File: src/rtl/layer_compositor.sv
// Depth-sorted compositor: players over object grid over floor. 2-cycle pixel/sync latency.
// Free-running pixel stream with no backpressure; ranks are re-sorted once per frame.
module layer_compositor #(
  parameter int                 NUM_PLAYERS = 4,
  parameter int                 PIXEL_W     = 12,
  parameter int                 Y_W         = 9,
  parameter logic [PIXEL_W-1:0] KEY         = 12'hFFF
) (
  input  logic                           clock,
  input  logic                           reset,
  input  logic [NUM_PLAYERS-1:0]         layer_enable,
  input  logic [NUM_PLAYERS*Y_W-1:0]     player_y,
  input  logic [NUM_PLAYERS*PIXEL_W-1:0] player_pixel,
  input  logic [PIXEL_W-1:0]             object_pixel,
  input  logic [PIXEL_W-1:0]             floor_pixel,
  input  logic                           hsync,
  input  logic                           vsync,
  input  logic                           blank,
  output logic                           hsync_out,
  output logic                           vsync_out,
  output logic                           blank_out,
  output logic [PIXEL_W-1:0]             pixel_out,
  output logic                           sort_busy
);
  localparam int K_W = $clog2(NUM_PLAYERS + 1);

  typedef enum logic {IDLE, SORT} state_t;

  state_t                 state_q;
  logic [K_W-1:0]         k_q;
  logic                   vsync_prev_q;
  logic [NUM_PLAYERS-1:0] shadow_en_q;
  logic [Y_W-1:0]         shadow_y_q [NUM_PLAYERS];
  logic [K_W-1:0]         pend_q     [NUM_PLAYERS];
  logic [K_W-1:0]         act_q      [NUM_PLAYERS];

  logic                   frame_start;
  logic [K_W-1:0]         rank_d;
  int                     kk;

  assign frame_start = vsync_prev_q && !vsync;
  assign sort_busy   = (state_q == SORT);

  // Rank of layer kk: number of enabled layers drawn in front of it.
  always_comb begin
    kk     = (int'(k_q) < NUM_PLAYERS) ? int'(k_q) : 0;
    rank_d = '0;
    for (int j = 0; j < NUM_PLAYERS; j++) begin
      if (j != kk && shadow_en_q[j] &&
          (shadow_y_q[j] > shadow_y_q[kk] ||
           (shadow_y_q[j] == shadow_y_q[kk] && j < kk)))
        rank_d = rank_d + K_W'(1);
    end
  end

  always_ff @(posedge clock) begin
    if (reset) begin
      state_q      <= IDLE;
      k_q          <= '0;
      vsync_prev_q <= 1'b1;
      shadow_en_q  <= '0;
      for (int i = 0; i < NUM_PLAYERS; i++) begin
        shadow_y_q[i] <= '0;
        pend_q[i]     <= K_W'(i);
        act_q[i]      <= K_W'(i);
      end
    end else begin
      vsync_prev_q <= vsync;
      if (frame_start) begin
        shadow_en_q <= layer_enable;
        for (int i = 0; i < NUM_PLAYERS; i++)
          shadow_y_q[i] <= player_y[i*Y_W +: Y_W];
        state_q <= SORT;
        k_q     <= '0;
      end else if (state_q == SORT) begin
        // k == NUM_PLAYERS is the commit cycle: publish the whole table at once.
        if (k_q == K_W'(NUM_PLAYERS)) begin
          for (int i = 0; i < NUM_PLAYERS; i++)
            act_q[i] <= pend_q[i];
          state_q <= IDLE;
          k_q     <= '0;
        end else begin
          pend_q[kk] <= rank_d;
          k_q        <= k_q + K_W'(1);
        end
      end
    end
  end

  logic [NUM_PLAYERS-1:0] hit_q;
  logic [PIXEL_W-1:0]     ppix_q [NUM_PLAYERS];
  logic [PIXEL_W-1:0]     obj_q, floor_q;
  logic                   hsync_q, vsync_q, blank_q;
  logic                   found;
  logic [K_W-1:0]         best_rank;
  logic [PIXEL_W-1:0]     best_pix, pixel_d;

  always_comb begin
    found     = 1'b0;
    best_rank = '0;
    best_pix  = '0;
    for (int i = 0; i < NUM_PLAYERS; i++) begin
      if (hit_q[i] && (!found || act_q[i] < best_rank)) begin
        found     = 1'b1;
        best_rank = act_q[i];
        best_pix  = ppix_q[i];
      end
    end
    if (blank_q)            pixel_d = '0;
    else if (found)         pixel_d = best_pix;
    else if (obj_q != KEY)  pixel_d = obj_q;
    else                    pixel_d = floor_q;
  end

  always_ff @(posedge clock) begin
    if (reset) begin
      hit_q     <= '0;
      for (int i = 0; i < NUM_PLAYERS; i++) ppix_q[i] <= '0;
      obj_q     <= '0;
      floor_q   <= '0;
      hsync_q   <= 1'b1;
      vsync_q   <= 1'b1;
      blank_q   <= 1'b1;
      pixel_out <= '0;
      hsync_out <= 1'b1;
      vsync_out <= 1'b1;
      blank_out <= 1'b1;
    end else begin
      for (int i = 0; i < NUM_PLAYERS; i++) begin
        hit_q[i]  <= shadow_en_q[i] && (player_pixel[i*PIXEL_W +: PIXEL_W] != KEY);
        ppix_q[i] <= player_pixel[i*PIXEL_W +: PIXEL_W];
      end
      obj_q     <= object_pixel;
      floor_q   <= floor_pixel;
      hsync_q   <= hsync;
      vsync_q   <= vsync;
      blank_q   <= blank;
      pixel_out <= pixel_d;
      hsync_out <= hsync_q;
      vsync_out <= vsync_q;
      blank_out <= blank_q;
    end
  end

endmodule
File: config.mk
export PLATFORM = sky130hd
export DESIGN_NAME = layer_compositor
export DESIGN_NICKNAME = d
export VERILOG_FILES = /design/src/rtl/layer_compositor.sv
export SDC_FILE = /design/constraint.sdc
export NUM_CORES = 1
export LEC_CHECK = 0
export ABC_AREA = 1
export CORE_MARGIN = 2
export CORE_UTILIZATION = 50
export DETAILED_ROUTE_END_ITERATION = 6
export PLACE_DENSITY = 0.75
export SYNTH_ARGS = -nofsm -noshare
export SYNTH_HDL_FRONTEND = slang
export SYNTH_SLANG_ARGS = --single-unit
File: constraint.sdc
create_clock -name clock -period 9.5 [get_ports clock]
set_input_delay 1.9 -clock clock [delete_from_list [all_inputs] [get_ports clock]]
set_output_delay 1.9 -clock clock [all_outputs]
set_load 0.03 [all_outputs]
# ---- Word level (Yosys, flattened, before mapping)
# Memory sizes are Yosys's and may differ from the RTL's.
# Index checks and enable logic that the tools add are counted.
# Widths: inputs -> output; s select.
dict set report word_totals {
  register_bits 54
  ram_bits 108
  input_bits 117
  memories 4
}
# memory depth word_bits rd rd_clocked_by_memory_dff write_ports line_no
set mem_list {}
lappend mem_list {ppix_q 4 12 4 0 4 91} ;# logic [PIXEL_W-1:0] ppix_q [NUM_PLAYERS];
lappend mem_list {shadow_y_q 4 9 5 0 4 33} ;# logic [Y_W-1:0] shadow_y_q [NUM_PLAYERS];
lappend mem_list {act_q 4 3 4 0 4 35} ;# logic [K_W-1:0] act_q [NUM_PLAYERS];
lappend mem_list {pend_q 4 3 4 0 4 34} ;# logic [K_W-1:0] pend_q [NUM_PLAYERS];
dict set report classes {
  n_addsub 4
  order_cmp 12
  eq_ne 13
  muxes 51
  bitwise_logic 12
  n_reduce_logical 35
}
# op n
set op_table {}
lappend op_table {{$mux 12} 10}
lappend op_table {{$ne 12x12->1 const B} 5}
lappend op_table {{$eq 9x9->1} 4}
lappend op_table {{$gt 9x9->1} 4}
lappend op_table {{$mux 3} 12}
lappend op_table {{$mux 9} 4}
lappend op_table {{$reduce_bool 32->1} 1}
lappend op_table {{$mux 1} 23}
lappend op_table {{$logic_and 1x1->1} 20}
lappend op_table {{$or 1x1->1} 12}
lappend op_table {{$add 3x1->3 const B} 3}
lappend op_table {{$lt 3x3->1} 3}
lappend op_table {{$logic_or 1x1->1} 7}
lappend op_table {{$lt 1x3->1 const A} 2}
lappend op_table {{$lt 2x3->1 const A} 2}
lappend op_table {{$ne 2x3->1 const A} 2}
lappend op_table {{$logic_not 1->1} 4}
lappend op_table {{$mux 2} 2}
lappend op_table {{$reduce_or 2->1} 2}
lappend op_table {{$eq 3x3->1 const B} 1}
lappend op_table {{$lt 3x3->1 const B} 1}
lappend op_table {{$ne 1x3->1 const A} 1}
lappend op_table {{$reduce_or 3->1} 1}
lappend op_table {{$add 1x1->2 const B} 1}

# ---- Logic depth before layout (Yosys ltp)
# An unclocked memory read counts as a cell.
dict set report depth {
  depth_word 15
  ltp_mapped 36
  ltp_nobuf 30
}

# ---- Worst setup path before layout
# OpenSTA, ideal clock, no wires.
dict set report synth_timing {
  path_kind {reg-to-reg}
  startpoint {register k_q[0]}
  endpoint {memory pend_q[2][1] (netlist name) (data pin)}
  setup_time_ps 265
  arrival_ps 3567
  required_time_ps 9235
  slack_ps 5668
  stages_incl_launch_ff 25
  path_buffers 1
  cell_sequence {dfxtp_1 inv_1 nor2_1 nand2_1 clkbuf_1 inv_1 a221oi_1 ha_1 nand2_1 a21oi_1 o311ai_0 nand2_1 a21oi_1 o211ai_1 o2111ai_1 inv_1 ha_1 nand3_1 nand2_1 inv_1 ha_1 inv_1 o21ai_0 nor2_1 nand2_1}
}
# item line_no
set synth_lines {}
lappend synth_lines {{start: declaration} 30} ;# logic [K_W-1:0] k_q;
lappend synth_lines {{start signal: assignment} 84} ;# k_q <= k_q + K_W'(1);
lappend synth_lines {{end: declaration} 34}

# ---- Worst setup path after layout
dict set report layout_timing {
  startpoint {register hit_q[0]}
  endpoint {register pixel_out[11]}
}
dict set report layout_via {
  elab_chain_len 14
  word_cells_on_any_way 24
  cone_classes {3 x order compare; 12 x mux; 9 x reduce/logical}
}
# item line_no
set layout_rtl {}
lappend layout_rtl {{start: declaration} 90} ;# logic [NUM_PLAYERS-1:0] hit_q;
lappend layout_rtl {{start signal: indexed assignment} 130} ;# hit_q[i] <= shadow_en_q[i] && (player_pixel[i*PIXEL_W +: PIXEL_W] != KEY);
lappend layout_rtl {{$mux 3 or $mux 1 (tied branches)} 103} ;# if (hit_q[i] && (!found || act_q[i] < best_rank)) begin
lappend layout_rtl {{$lt 3x3->1 or $logic_not 1->1 (tied branches)} 103}
lappend layout_rtl {{$logic_or 1x1->1} 103}
lappend layout_rtl {{$logic_and 1x1->1} 103}
lappend layout_rtl {{$mux 3 or $mux 1 (tied branches)} 103}
lappend layout_rtl {{$lt 3x3->1 or $logic_not 1->1 (tied branches)} 103}
lappend layout_rtl {{$logic_or 1x1->1} 103}
lappend layout_rtl {{$logic_and 1x1->1} 103}
lappend layout_rtl {{$mux 3 or $mux 1 (tied branches)} 103}
lappend layout_rtl {{$lt 3x3->1 or $logic_not 1->1 (tied branches)} 103}
lappend layout_rtl {{$logic_or 1x1->1} 103}
lappend layout_rtl {{$logic_and 1x1->1} 103}
lappend layout_rtl {{$mux 12 or $mux 1 (tied branches)} 103}
lappend layout_rtl {{$mux 12 (*)} 110} ;# else if (found) pixel_d = best_pix;
lappend layout_rtl {{end signal: assignment} 138} ;# pixel_out <= pixel_d;
lappend layout_rtl {{end: declaration} 22} ;# output logic [PIXEL_W-1:0] pixel_out,
# Mark *: on every way between the ends. The rest lies on a longest branch, timed or not.
# A chain may end at the register's enable or synchronous reset.

==> out/qor.yml <==
die_w_microns: 125
firstDrtPassIters: 5
wl_per_cell_microns: 14.8
yosysTopAreaCellShare_pct: 27.8
ir_worst_vdd_mv: 0.116
grt_first_pass_wirelength_microns: 28400
hold_viol: 0
rr_startpoint: "hit_q[0]$_SDFF_PP0_"
cts_resized: 0
ant_nets: 0
cts_tree: "done"
yosys.area.top_type: "dfxtp_1"
synth_nets: 1011
drc: 0
worstPathMaxFanout: 29
run_status: "finished clean"
cpMaxStageDelayCell: "dfxtp_1"
grt_max_degree: 70
synth_area_sq_mm: 0.00735
cts-buffers-inserted: 17
cp_common_cell: "nand2_1"
multi_input_area_sq_mm: 0.00270
grt_usage_pct: 23.0
synth_most_common_cell: "inv_1"
worst_ep_arrival_time_ns: 5.28
clkLatencyLatePin_ns: 0.43
die-area_sq_mm: 0.0157
wirelength_microns: 17300
ys.flop_type: "dfxtp_1"
rsz0062_at_grt: "false"
io_pins: 133
fillerInstances: 1198
synth_area_leaders: "dfxtp_1 (28%), edfxtp_1 (25%), inv_1 (8.9%)"
initial_utilization_pct: 51.0
num_rows: 44
worstSetupStartpointType: "flop"
port_buffers: 132
path_clk_slew_ns: 0.06
fp.dieH_microns: 125
p_per_area_mw_per_mm2: 179
vias: 5877
ys_top_cells_by_count: "inv_1 (174), nor2_1 (160), dfxtp_1 (102)"
p_leak_uw: 0.00437
synth_compound_area_share_pct: 8.65
fin_skew_ns: 0.00620
core_area_sq_mm: 0.0144
finalSetupTns_ns: 0
globalplace.congestion: 0.925
timing.final.crit_share_pct: 52.2
synth.avg_cell_area_sq_um: 8.68
ys_ff_latch: 162
min_from: "hsync_q$_SDFF_PP1_"
hold_buffers: 0
min_period_ns: 4.96
grt-ovfl-total: 0
netlist_instances: 847
grt_pass1_vias: 5815
fmax_mhz: 202
n_antenna_cell: 0
cts_setup_buffers: 0
cts.path.max_buffers: 2
critPathRequiredTime_ns: 9.82
crit_start: "hit_q[0]$_SDFF_PP0_"
synth_top_family_by_area: "simple AND/OR/NAND/NOR gates"
hp-class: "reg2reg"
synth_warnings: 0
finish.net_count: 1136
yosysSeqAreaShare_pct: 52.3
critical_path_class: "reg2reg"
slowest_delay_ns: 0.75
async_reset_ff_share_pct: 0
seqCellArea_sq_mm: 0.00384
crit_family: "simple AND/OR/NAND/NOR gates"
drtIter0Drc: 428
synth-simple-area-share_pct: 19.7
end_kind: "flop"
synth_edf_count: 60
p_total_uw: 1670
ys_types: 43
syn_to_final_growth_pct: 27.3
cp_num_buf_inv: 3
root_buffer: "clkbuf_16"
htreeDepth: 4
synth_xor_area_share_pct: 0.357
cts_sinks: 162
drv_slew: 0
vias_per_cell: 5.03
max-cap-violations: 0
dpl.hpwl_microns: 12900
setup_violations: 0
synth_mux_area_share_pct: 0
slew_headroom_pct: 42.4
worstMarginPinSlew_ns: 0.861
grt_antenna_before_repair: 0
synth_adder_area_share_pct: 8.00
final_layout_size_suffix_gt1_share_pct: 5.28
==> metal layers <==
metal / global-route usage [%] / routed length [microns]
met3: 5.95 / 1020
met5: 0 / 0
met4: 10.2 / 531
met1: 27.2 / 7220
met2: 39.6 / 8560
==> final cells by class <==
| cell class | count | area share (%) |
|---|---|---|
| clock buffers | 19 | 4.85 |
| repair buffers | 135 | 14.3 |
| well taps | 184 | 2.46 |
| clock inverters | 12 | 1.40 |
| flip-flops and latches | 162 | 41.1 |
| multi-input cells | 480 | 28.9 |
| inverters | 176 | 7.06 |
==> cells by family (layout without fill, tap and decap cells) <==
family / Yosys count / count (layout)
xor gates and xnor gates: 3 / 3
adders and majority gates: 47 / 47
buffers and inverters: 205 / 342
AOI/OAI and AO/OA: 94 / 94
DFF: 162 / 162
and+or+nand+nor: 336 / 336
==> state kept, by name, indices dropped and copies added (netlist names) <==
signal / cells
ppix_q: 48
sort_busy: 1
shadow_en_q: 4
pend_q: 12
hsync_out: 1
obj_q: 12
pixel_out: 12
shadow_y_q: 36
k_q: 3
blank_q: 1
act_q: 12
hsync_q: 1
blank_out: 1
floor_q: 12
vsync_out: 1
vsync_q: 1
hit_q: 4
==> power by group <==
group / total [uW] / internal (uW) / leakage, uW / switching [uW]
Sequential: 777 / 757 / 0.00146 / 20.1
Clock: 674 / 401 / 0.000293 / 272
Combinational: 221 / 104 / 0.00262 / 117
==> cells in the final DEF (no fill, tap or decap), types with 2 or more instances in the layout <==
| cell type | instances |
|---|---|
| xor2_1 | 2 |
| nand2_2 | 5 |
| edfxtp_1 | 60 |
| inv_1 | 174 |
| nand2_4 | 2 |
| o311ai_0 | 5 |
| nand3_1 | 61 |
| o21ai_0 | 14 |
| o22a_1 | 6 |
| clkdlybuf4s50_1 | 131 |
| bufinv_16 | 2 |
| clkbuf_16 | 18 |
| a22o_1 | 5 |
| o211ai_1 | 14 |
| inv_4 | 2 |
| a221oi_1 | 3 |
| dfxtp_1 | 102 |
| buf_4 | 3 |
| o221ai_1 | 6 |
| nor2_1 | 160 |
| a31oi_1 | 11 |
| nand4_1 | 19 |
| clkinv_2 | 3 |
| clkinv_4 | 5 |
| ha_1 | 47 |
| a21o_1 | 2 |
| nand2_1 | 75 |
| or2_2 | 9 |
| a21oi_1 | 21 |
==> final timing paths <==
kind	to	slack, ns	cells past startpoint
setup / recovery	pixel_out[11]$_SDFF_PP0_	4.54	26
hold / removal	hsync_out$_SDFF_PP1_	0.41	1
setup reg to reg	pixel_out[11]$_SDFF_PP0_	4.54	26
hold reg to reg	hsync_out$_SDFF_PP1_	0.41	1
==> through the flow <==
step,util (%),cells,hold WS (ns),instance area (sq um),setup slack (ns)
2_1_floorplan,-,847,0.389,7350,5.67
3_3_place_gp,60.8,1137,0.392,8770,4.58
3_5_place_dp,60.8,1137,0.397,8770,4.61
4_1_cts,64.9,1168,0.411,9360,4.55
5_1_grt,64.9,1168,0.427,9360,3.98
6_report,64.9,1168,0.409,9360,4.54
(Power assumes the default switching activity.)
